## src/rtl/pomo_timer_ctrl.sv

```systemverilog
// pomo_timer_ctrl: work/rest countdown controller feeding a 4-digit seven-segment driver.
//
// Raw buttons are synchronized, debounced and turned into one-cycle press events.
// A small FSM then runs the work/rest countdown and the setpoint editor.
//
// Ports:
//   clk         system clock
//   rst         synchronous active-high reset
//   btn_start   raw start/pause button (async, active-high)
//   btn_set     raw set/abort button (async, active-high)
//   btn_up      raw increment button (async, active-high)
//   xh          seconds remaining, BCD {tens, ones}
//   xq          {setpoint minutes of current phase, minutes remaining}
//   cstate_out  state code (WORK_INIT 000, REST_INIT 001, COUNT 011, PAUSE 010, SET_TIME 110)
//   phase_done  one-cycle pulse when a phase expires
module pomo_timer_ctrl #(
  parameter int unsigned TICK_DIV   = 100000000,
  parameter int unsigned DEB_CYCLES = 1000000,
  parameter int unsigned WORK_MIN   = 5,
  parameter int unsigned REST_MIN   = 3
) (
  input  logic       clk,
  input  logic       rst,
  input  logic       btn_start,
  input  logic       btn_set,
  input  logic       btn_up,
  output logic [7:0] xh,
  output logic [7:0] xq,
  output logic [2:0] cstate_out,
  output logic       phase_done
);

  localparam int unsigned DebW = (DEB_CYCLES > 1) ? $clog2(DEB_CYCLES) : 1;
  localparam int unsigned PreW = $clog2(TICK_DIV);
  localparam logic [DebW-1:0] DebLast = DebW'(DEB_CYCLES - 1);
  localparam logic [PreW-1:0] PreLast = PreW'(TICK_DIV - 1);
  localparam logic [3:0] WorkInit = 4'(WORK_MIN);
  localparam logic [3:0] RestInit = 4'(REST_MIN);

  typedef enum logic [2:0] {
    StWorkInit = 3'b000,
    StRestInit = 3'b001,
    StPause    = 3'b010,
    StCount    = 3'b011,
    StSetTime  = 3'b110
  } state_e;

  // ---------------------------------------------------------------------------
  // Button path: bit 0 start, bit 1 set, bit 2 up
  // ---------------------------------------------------------------------------
  logic [2:0]      btn_raw;
  logic [2:0]      sync1_q, sync2_q, acc_q, ev_q;
  logic [DebW-1:0] cnt_q [3];

  assign btn_raw = {btn_up, btn_set, btn_start};

  always_ff @(posedge clk) begin
    if (rst) begin
      sync1_q <= '0;
      sync2_q <= '0;
      acc_q   <= '0;
      ev_q    <= '0;
      for (int i = 0; i < 3; i++) cnt_q[i] <= '0;
    end else begin
      sync1_q <= btn_raw;
      sync2_q <= sync1_q;
      ev_q    <= '0;
      for (int i = 0; i < 3; i++) begin
        if (sync2_q[i] == acc_q[i]) begin
          // Level matches the accepted one: any pending change is abandoned.
          cnt_q[i] <= '0;
        end else if (cnt_q[i] == DebLast) begin
          acc_q[i] <= sync2_q[i];
          ev_q[i]  <= sync2_q[i];
          cnt_q[i] <= '0;
        end else begin
          cnt_q[i] <= cnt_q[i] + 1'b1;
        end
      end
    end
  end

  logic ev_start, ev_set, ev_up;
  assign ev_start = ev_q[0];
  assign ev_set   = ev_q[1];
  assign ev_up    = ev_q[2];

  // ---------------------------------------------------------------------------
  // Timer FSM
  // ---------------------------------------------------------------------------
  state_e          state_q, state_d;
  logic            phase_q, phase_d;  // 0 work, 1 rest
  logic [3:0]      work_sp_q, work_sp_d, rest_sp_q, rest_sp_d;
  logic [3:0]      min_q, min_d, tens_q, tens_d, ones_q, ones_d;
  logic [3:0]      sp_disp_q, sp_disp_d;
  logic [PreW-1:0] presc_q, presc_d;
  logic            done_q, done_d;

  logic [3:0] sp_cur, sp_next;
  logic       tick, at_zero;

  always_ff @(posedge clk) begin
    if (rst) begin
      state_q   <= StWorkInit;
      phase_q   <= 1'b0;
      work_sp_q <= WorkInit;
      rest_sp_q <= RestInit;
      min_q     <= WorkInit;
      tens_q    <= 4'd0;
      ones_q    <= 4'd0;
      sp_disp_q <= WorkInit;
      presc_q   <= '0;
      done_q    <= 1'b0;
    end else begin
      state_q   <= state_d;
      phase_q   <= phase_d;
      work_sp_q <= work_sp_d;
      rest_sp_q <= rest_sp_d;
      min_q     <= min_d;
      tens_q    <= tens_d;
      ones_q    <= ones_d;
      sp_disp_q <= sp_disp_d;
      presc_q   <= presc_d;
      done_q    <= done_d;
    end
  end

  always_comb begin
    state_d   = state_q;
    phase_d   = phase_q;
    work_sp_d = work_sp_q;
    rest_sp_d = rest_sp_q;
    min_d     = min_q;
    tens_d    = tens_q;
    ones_d    = ones_q;
    sp_disp_d = sp_disp_q;
    done_d    = 1'b0;

    sp_cur  = phase_q ? rest_sp_q : work_sp_q;
    sp_next = (sp_cur >= 4'd9) ? 4'd1 : sp_cur + 4'd1;
    tick    = (state_q == StCount) && (presc_q == PreLast);
    at_zero = (min_q == 4'd0) && (tens_q == 4'd0) && (ones_q == 4'd0);

    // Prescaler runs in COUNT, freezes in PAUSE so resume keeps the partial second.
    if (state_q == StCount) presc_d = tick ? '0 : presc_q + 1'b1;
    else if (state_q == StPause) presc_d = presc_q;
    else presc_d = '0;

    case (state_q)
      StWorkInit, StRestInit: begin
        if (ev_set) state_d = StSetTime;
        else if (ev_start) state_d = StCount;
      end
      StCount: begin
        if (tick && at_zero) begin
          done_d    = 1'b1;
          phase_d   = ~phase_q;
          state_d   = phase_q ? StWorkInit : StRestInit;
          min_d     = phase_q ? work_sp_q : rest_sp_q;
          sp_disp_d = phase_q ? work_sp_q : rest_sp_q;
          tens_d    = 4'd0;
          ones_d    = 4'd0;
        end else begin
          if (ev_set || ev_start) state_d = StPause;
          // A tick landing with a pause request still counts, so no second is lost.
          if (tick) begin
            if (ones_q != 4'd0) begin
              ones_d = ones_q - 4'd1;
            end else begin
              ones_d = 4'd9;
              if (tens_q != 4'd0) begin
                tens_d = tens_q - 4'd1;
              end else begin
                tens_d = 4'd5;
                min_d  = min_q - 4'd1;
              end
            end
          end
        end
      end
      StPause: begin
        if (ev_set) begin
          state_d   = phase_q ? StRestInit : StWorkInit;
          min_d     = sp_cur;
          sp_disp_d = sp_cur;
          tens_d    = 4'd0;
          ones_d    = 4'd0;
        end else if (ev_start) begin
          state_d = StCount;
        end
      end
      StSetTime: begin
        if (ev_set) begin
          state_d = phase_q ? StRestInit : StWorkInit;
        end else if (ev_up) begin
          if (phase_q) rest_sp_d = sp_next;
          else work_sp_d = sp_next;
          min_d     = sp_next;
          sp_disp_d = sp_next;
          tens_d    = 4'd0;
          ones_d    = 4'd0;
        end
      end
      default: state_d = StWorkInit;
    endcase
  end

  assign xh         = {tens_q, ones_q};
  assign xq         = {sp_disp_q, min_q};
  assign cstate_out = state_q;
  assign phase_done = done_q;

endmodule

```

## config.mk

```make
export PLATFORM = sky130hd
export DESIGN_NAME = pomo_timer_ctrl
export DESIGN_NICKNAME = d
export VERILOG_FILES = /design/src/rtl/pomo_timer_ctrl.sv
export SDC_FILE = /design/constraint.sdc
export NUM_CORES = 1
export LEC_CHECK = 0
export BUFFER_PORTS_ARGS = -buffer_cell sky130_fd_sc_hd__buf_2
export CORE_ASPECT_RATIO = 0.8
export CORE_UTILIZATION = 45
export DETAILED_ROUTE_END_ITERATION = 12
export PLACE_DENSITY = 0.64
export SLEW_MARGIN = 5
export SYNTH_ARGS = -nofsm -noshare
export SYNTH_HDL_FRONTEND = slang
export SYNTH_SLANG_ARGS = --single-unit
```

## constraint.sdc

```tcl
create_clock -name clk -period 6.51 [get_ports clk]
set_clock_uncertainty 0.2 [all_clocks]
set_input_delay 0.9765 -clock clk [delete_from_list [all_inputs] [get_ports clk]]
set_output_delay 0.9765 -clock clk [all_outputs]
set_load 0.05 [all_outputs]
```

==> impl_metrics.toml, run 1 <==
[outcome]
outcome = "finished, final reports clean"

[synth]
synth_cell_types = 70
async_flop_share_pct = 0
synthCells = 715
synth.most_common_cell = "nor2_1"
synth_area_um2 = 6640
synthTopCellsByArea = "edfxtp_1 27%, dfxtp_1 21%, nor2_1 8.1%, xor2_1 5.8%, xnor2_1 4.4%"
synth-edff-count = 60
yosys_warnings = 0
ys.flop_type = "dfxtp_1"
yosys-top-cells-count = "144 x nor2_1, 68 x dfxtp_1, 60 x edfxtp_1"
ys_seq_area_share_pct = 47.6
syn_area_per_cell_um2 = 9.29
synth-seq-cells = 128
synth.top_cell.area_share_pct = 27.1
yosys.area.top_type = "edfxtp_1"

[clock_network]
cts_tree = "done"
cts.clk_slew.worst_paths_ps = 50
htreeDepth = 4
hold_buffers = 0
clk_path_buf_depth = 2
post_cts_buffers = 0
cts_buffers = 17
root_buffer = "clkbuf_16"
cts_num_sinks = 128
insertion_delay_ps = 420
ctsResizeCount = 0

[sta]
slew_headroom_pct = 35.3
setup_tns_ps = 0
worstMarginPinSlew_ps = 971
fin_ws_ps = 3440
rsz0062_at_grt = "no"
period_share_pct = 47.2
fin_crit_ps = 3070
finalSetupViolCount = 0
max_freq_ghz = 0.325
drv_slew = 0
hold_violations = 0

[finish]
drive_above_1_share_pct = 8.47
final_cell_area_um2 = 7630
nets = 806
seq_area_um2 = 3160
fin_cells = 987
area_delta_synth_final_pct = 14.9
multi_input_area_um2 = 3520
num_antenna_cells = 0
num-fill-cells = 1319

[worst_setup_path]
timing.rr.end = "min_q[0]$_SDFFE_PP1P_"
cpMaxStageDelayCell = "dfxtp_1"
cp_slowest_stage_delay_ps = 710
worstSetupPathType = "reg2reg"
r2r_start = "phase_q$_SDFFE_PP0P_"
cp_top_family = "compound AO/OA/AOI/OAI gates"
crit_fanout = 16
r2r_setup_slack_ps = 3440
cp_data_required_time_ps = 6620
start_kind = "register"
cp.arrival_ps = 3180
endpoint_kind = "register"
worstPathCellList = "mux2i_1 > inv_1 > ha_1 > nand2b_1 > o21ai_1 > a31oi_1 > nor3_1 > a211oi_1 > a211o_1"
crit_buf_inv = 1
ff2ff_path_depth = 9

[min_path]
hold_path_end = "sync2_q[0]$_SDFF_PP0_"
hold_class = "reg2reg"
hold_start = "sync1_q[0]$_SDFF_PP0_"
worstHoldPathCells = 1

[die]
ios = 25
core_um2 = 14300
die-area_um2 = 15200
chipWidth_um = 138
rows = 39
start_util_pct = 46.3
die_h_um = 111

[power_and_ir_drop]
p_total_mw = 1.79
ir_worst_vdd_uv = 217
power.density_nw_per_um2 = 235
p_leak_nw = 2.68

[placed_design]
dp.cells = 955
gp_congestion = 0.926
dpl_cell_area_um2 = 7090
hpwl_um = 9510
portBuffers = 24
dp_worst_setup_slack_ps = 3450

[flow_run]
maxCapViolations = 0

[global_routing]
use_met1_pct = 28.4
grt-busiest-layer = "met1"
grt_max_degree = 53
grt_pass1_wl_um = 23500
grtUsageTotal_pct = 19.7
antenna_found_initial = 0
grt_util_met2_pct = 28.3
grtUsageMet3_pct = 4.57
grt_pass1_vias = 4860
gr-total-overflow = 0

[drt]
drc = 0
vias_per_cell = 5.29
firstDrtPassIters = 5
num_vias = 5222
wl_um = 13800
detail-route-antenna-nets = 0
dr.first_iter.drc_count = 398
wl_per_cell_um = 14.0
==> sequential cells by signal (all words and copies together) (netlist names), 4 cells and up <==
register   cells
work_sp_q      4
sp_disp_q      4
tens_q         4
rest_sp_q      4
presc_q       27
min_q          4
cnt_q         60
ones_q         4
==> how the worst max path moves through the flow <==
| stage | start | end | slack [ps] | depth (start not counted) |
|---|---|---|---|---|
| after floorplan | tens_q[0]$_SDFFE_PP0P_ | min_q[3]$_SDFFE_PP0P_ | 3840 | 9 |
| after global placement | cstate_out[2]$_SDFFE_PP0P_ | min_q[2]$_SDFFE_PP1P_ | 3510 | 6 |
| after detailed placement | rst | presc_q[15]$_SDFFE_PP0P_ | 3450 | 4 |
| after CTS | phase_q$_SDFFE_PP0P_ | min_q[0]$_SDFFE_PP1P_ | 3440 | 9 |
| after global routing | phase_q$_SDFFE_PP0P_ | min_q[0]$_SDFFE_PP1P_ | 3090 | 9 |
| final | phase_q$_SDFFE_PP0P_ | min_q[0]$_SDFFE_PP1P_ | 3440 | 9 |
==> area by class of cell <==
| type | count | share of cell area, % |
|---|---|---|
| multi-input combinational | 603 | 46.1 |
| sequential | 128 | 41.4 |
| clock buffer | 20 | 5.85 |
| tap | 184 | 3.02 |
| timing repair buffer | 25 | 1.67 |
| clock inverter | 12 | 1.18 |
| inverter | 15 | 0.738 |
==> per-layer routing <==
layer | vias up | routed length (um)
li1 | 2621 | -
met1 | 2474 | 6940
met2 | 107 | 6070
met3 | 20 | 545
met4 | 0 | 221
met5 | - | 0
==> layout by cell type (no fill, tap or decap), types with 3 or more instances in the layout <==
| cell | n |
|---|---|
| o21ai_0 | 11 |
| o21ai_1 | 4 |
| xnor2_1 | 33 |
| and3_1 | 18 |
| clkinv_2 | 6 |
| xor2_1 | 44 |
| nor3b_1 | 5 |
| inv_4 | 3 |
| mux2i_1 | 13 |
| dfxtp_1 | 68 |
| nand3_1 | 48 |
| nor4_1 | 8 |
| and4_1 | 4 |
| a211o_1 | 4 |
| inv_1 | 15 |
| and2_1 | 5 |
| nor4b_1 | 4 |
| buf_2 | 24 |
| edfxtp_1 | 60 |
| nand3b_1 | 3 |
| a31oi_1 | 4 |
| nor2b_1 | 10 |
| a311oi_1 | 6 |
| nand2_1 | 52 |
| nor2_1 | 144 |
| a211oi_1 | 5 |
| clkbuf_16 | 17 |
| a21oi_1 | 17 |
| conb_1 | 60 |
| or3_1 | 7 |
| nor3_1 | 18 |
| ha_1 | 11 |
| nand4_1 | 15 |
| nand2b_1 | 6 |
==> metrics by stage <==
step / hold slack [ps] / util (%)
6_report: 241 / 53.2
2_1_floorplan: 214 / -
3_5_place_dp: 222 / 49.5
3_3_place_gp: 220 / 49.5
4_1_cts: 252 / 53.2
5_1_grt: 260 / 53.2
==> cells by family after synthesis <==
group	count (synthesis)	synth area share (%)
adders and majority gates	11	2.07
other	1	0.0565
buffers and inverters	43	2.73
xor gates and xnor gates	77	10.2
DFF	128	47.6
AOI/OAI and AO/OA	75	7.84
muxes	15	2.30
and+or+nand+nor	365	27.2
==> power breakdown <==
group,internal (mW),total [mW],switching [mW]
combinational,0.0147,0.0395,0.0248
clock,0.529,0.876,0.347
sequential,0.860,0.878,0.0183
(Power assumes the default switching activity.)
==> run 2: changes to the inputs <==
clock period = 3.15 ns   (was 6.51 ns; I/O delays follow)
==> impl_metrics.toml, run 2 (synthesis results as in run 1) <==
[die]
die_h_um = 111
core_um2 = 14300
chipWidth_um = 138
die-area_um2 = 15200
ios = 25
rows = 39
start_util_pct = 46.3

[sta]
finalSetupViolCount = 0
slew_headroom_pct = 58.4
max_freq_ghz = 0.359
fin_crit_ps = 2780
drv_slew = 0
rsz0062_at_grt = "no"
worstMarginPinSlew_ps = 620
setup_tns_ps = 0
period_share_pct = 88.4
hold_violations = 0

[global_routing]
grt_max_degree = 28
grtUsageTotal_pct = 19.2
grt-busiest-layer = "met2"
use_met1_pct = 27.4
grtUsageMet3_pct = 5.99
grt_pass1_wl_um = 23100
grt_util_met2_pct = 27.7
gr-total-overflow = 0
antenna_found_initial = 0
grt_pass1_vias = 4809

[finish]
final_cell_area_um2 = 7760
drive_above_1_share_pct = 9.94
reg_top3 = "cnt_q (60), presc_q (27)"
final_cell_mix = "144 x nor2_1, 68 x dfxtp_1, 60 x edfxtp_1, 60 x conb_1, 52 x nand2_1"
regMostFlops = "cnt_q"
final_core_util_pct = 54.1
largest_reg_flops = 60
final_common_cell = "nor2_1"
nets = 818
num_antenna_cells = 0
num-fill-cells = 1344
area_delta_synth_final_pct = 16.8
fin_cells = 999

[clock_network]
ctsResizeCount = 0
cts.clk_slew.worst_paths_ps = 60
root_buffer = "clkbuf_16"
clk_path_buf_depth = 2
cts_buffers = 17
htreeDepth = 4
cts_tree = "done"
post_cts_buffers = 0
cts_num_sinks = 128
hold_buffers = 0
insertion_delay_ps = 410

[drt]
wl_per_cell_um = 13.5
drc = 0
vias_per_cell = 5.17
detail-route-antenna-nets = 0
num_vias = 5169
wl_um = 13500
firstDrtPassIters = 5
dr.first_iter.drc_count = 400

[worst_setup_path]
cp_data_required_time_ps = 3250
cp.arrival_ps = 2890
start_kind = "register"
r2r_setup_slack_ps = 370
endpoint_kind = "register"
worstSetupPathType = "reg2reg"
crit_fanout = 8

[min_path]
hold_class = "in2reg"

[flow_run]
maxCapViolations = 0

[power_and_ir_drop]
clkPwrFrac_pct = 50.1
switching_share_pct = 20.8
p_leak_nw = 2.76
power.density_nw_per_um2 = 490
p_sw_mw = 0.792
p_int_mw = 3.01
p_comb_share_pct = 2.2
p_seq_share_pct = 47.8
ir_worst_vdd_uv = 353

[outcome]
outcome = "finished, final reports clean"

[placed_design]
dp.cells = 967
dpl_cell_area_um2 = 7180
hpwl_um = 9660
gp_congestion = 0.796
portBuffers = 24
run 2: area by class of cell:
type	instances	area, um^2	share of cell area [%]
sequential	128	3160	40.8
timing repair buffer	37	218	2.81
inverter	15	56.3	0.726
clock inverter	11	111	1.44
multi-input combinational	603	3520	45.3
clock buffer	21	460	5.94
tap	184	230	2.97
run 2: path summary, 6_finish.rpt:
kind / depth (start not counted) / from / to
setup / recovery: 9 / phase_q$_SDFFE_PP0P_ / min_q[0]$_SDFFE_PP1P_
hold / removal: 2 / btn_set / sync1_q[1]$_SDFF_PP0_
setup reg to reg: 9 / phase_q$_SDFFE_PP0P_ / min_q[0]$_SDFFE_PP1P_
hold reg to reg: 1 / sync1_q[0]$_SDFF_PP0_ / sync2_q[0]$_SDFF_PP0_
run 2: power groups by stage:
stage	Combinational, mW	Clock, mW	Sequential (mW)
finish	0.0826	1.90	1.81
global route	0.0959	2.02	1.82
CTS	0.0813	1.95	1.81
detailed placement	0.0805	0	1.85
global placement	0.0793	0	1.85
floorplan	0.0670	0	1.84
run 2: per-stage QoR:
| step | total power [mW] | hold slack, ps | setup slack [ps] |
|---|---|---|---|
| after floorplan | 1.91 | 214 | 481 |
| after global placement | 1.93 | 224 | 486 |
| after detailed placement | 1.93 | 220 | 386 |
| after CTS | 3.84 | 60.5 | 382 |
| after global routing | 3.93 | 63.6 | 185 |
| final | 3.80 | 71.5 | 366 |
run 2: routing by layer:
layer / up-vias / routed length (um)
li1: 2640 / -
met1: 2413 / 6800
met2: 106 / 5930
met3: 10 / 656
met4: 0 / 119
met5: - / 0
run 2: worst max-delay path, cell delays in order, from the launching register on:
cell and delay [ps]:
dfxtp_1 350, mux2i_1 370, inv_1 160, ha_1 220, nand2b_1 160, o21ai_1 460
a31oi_1 210, nor3_1 170, a211oi_1 90, a211o_1 290
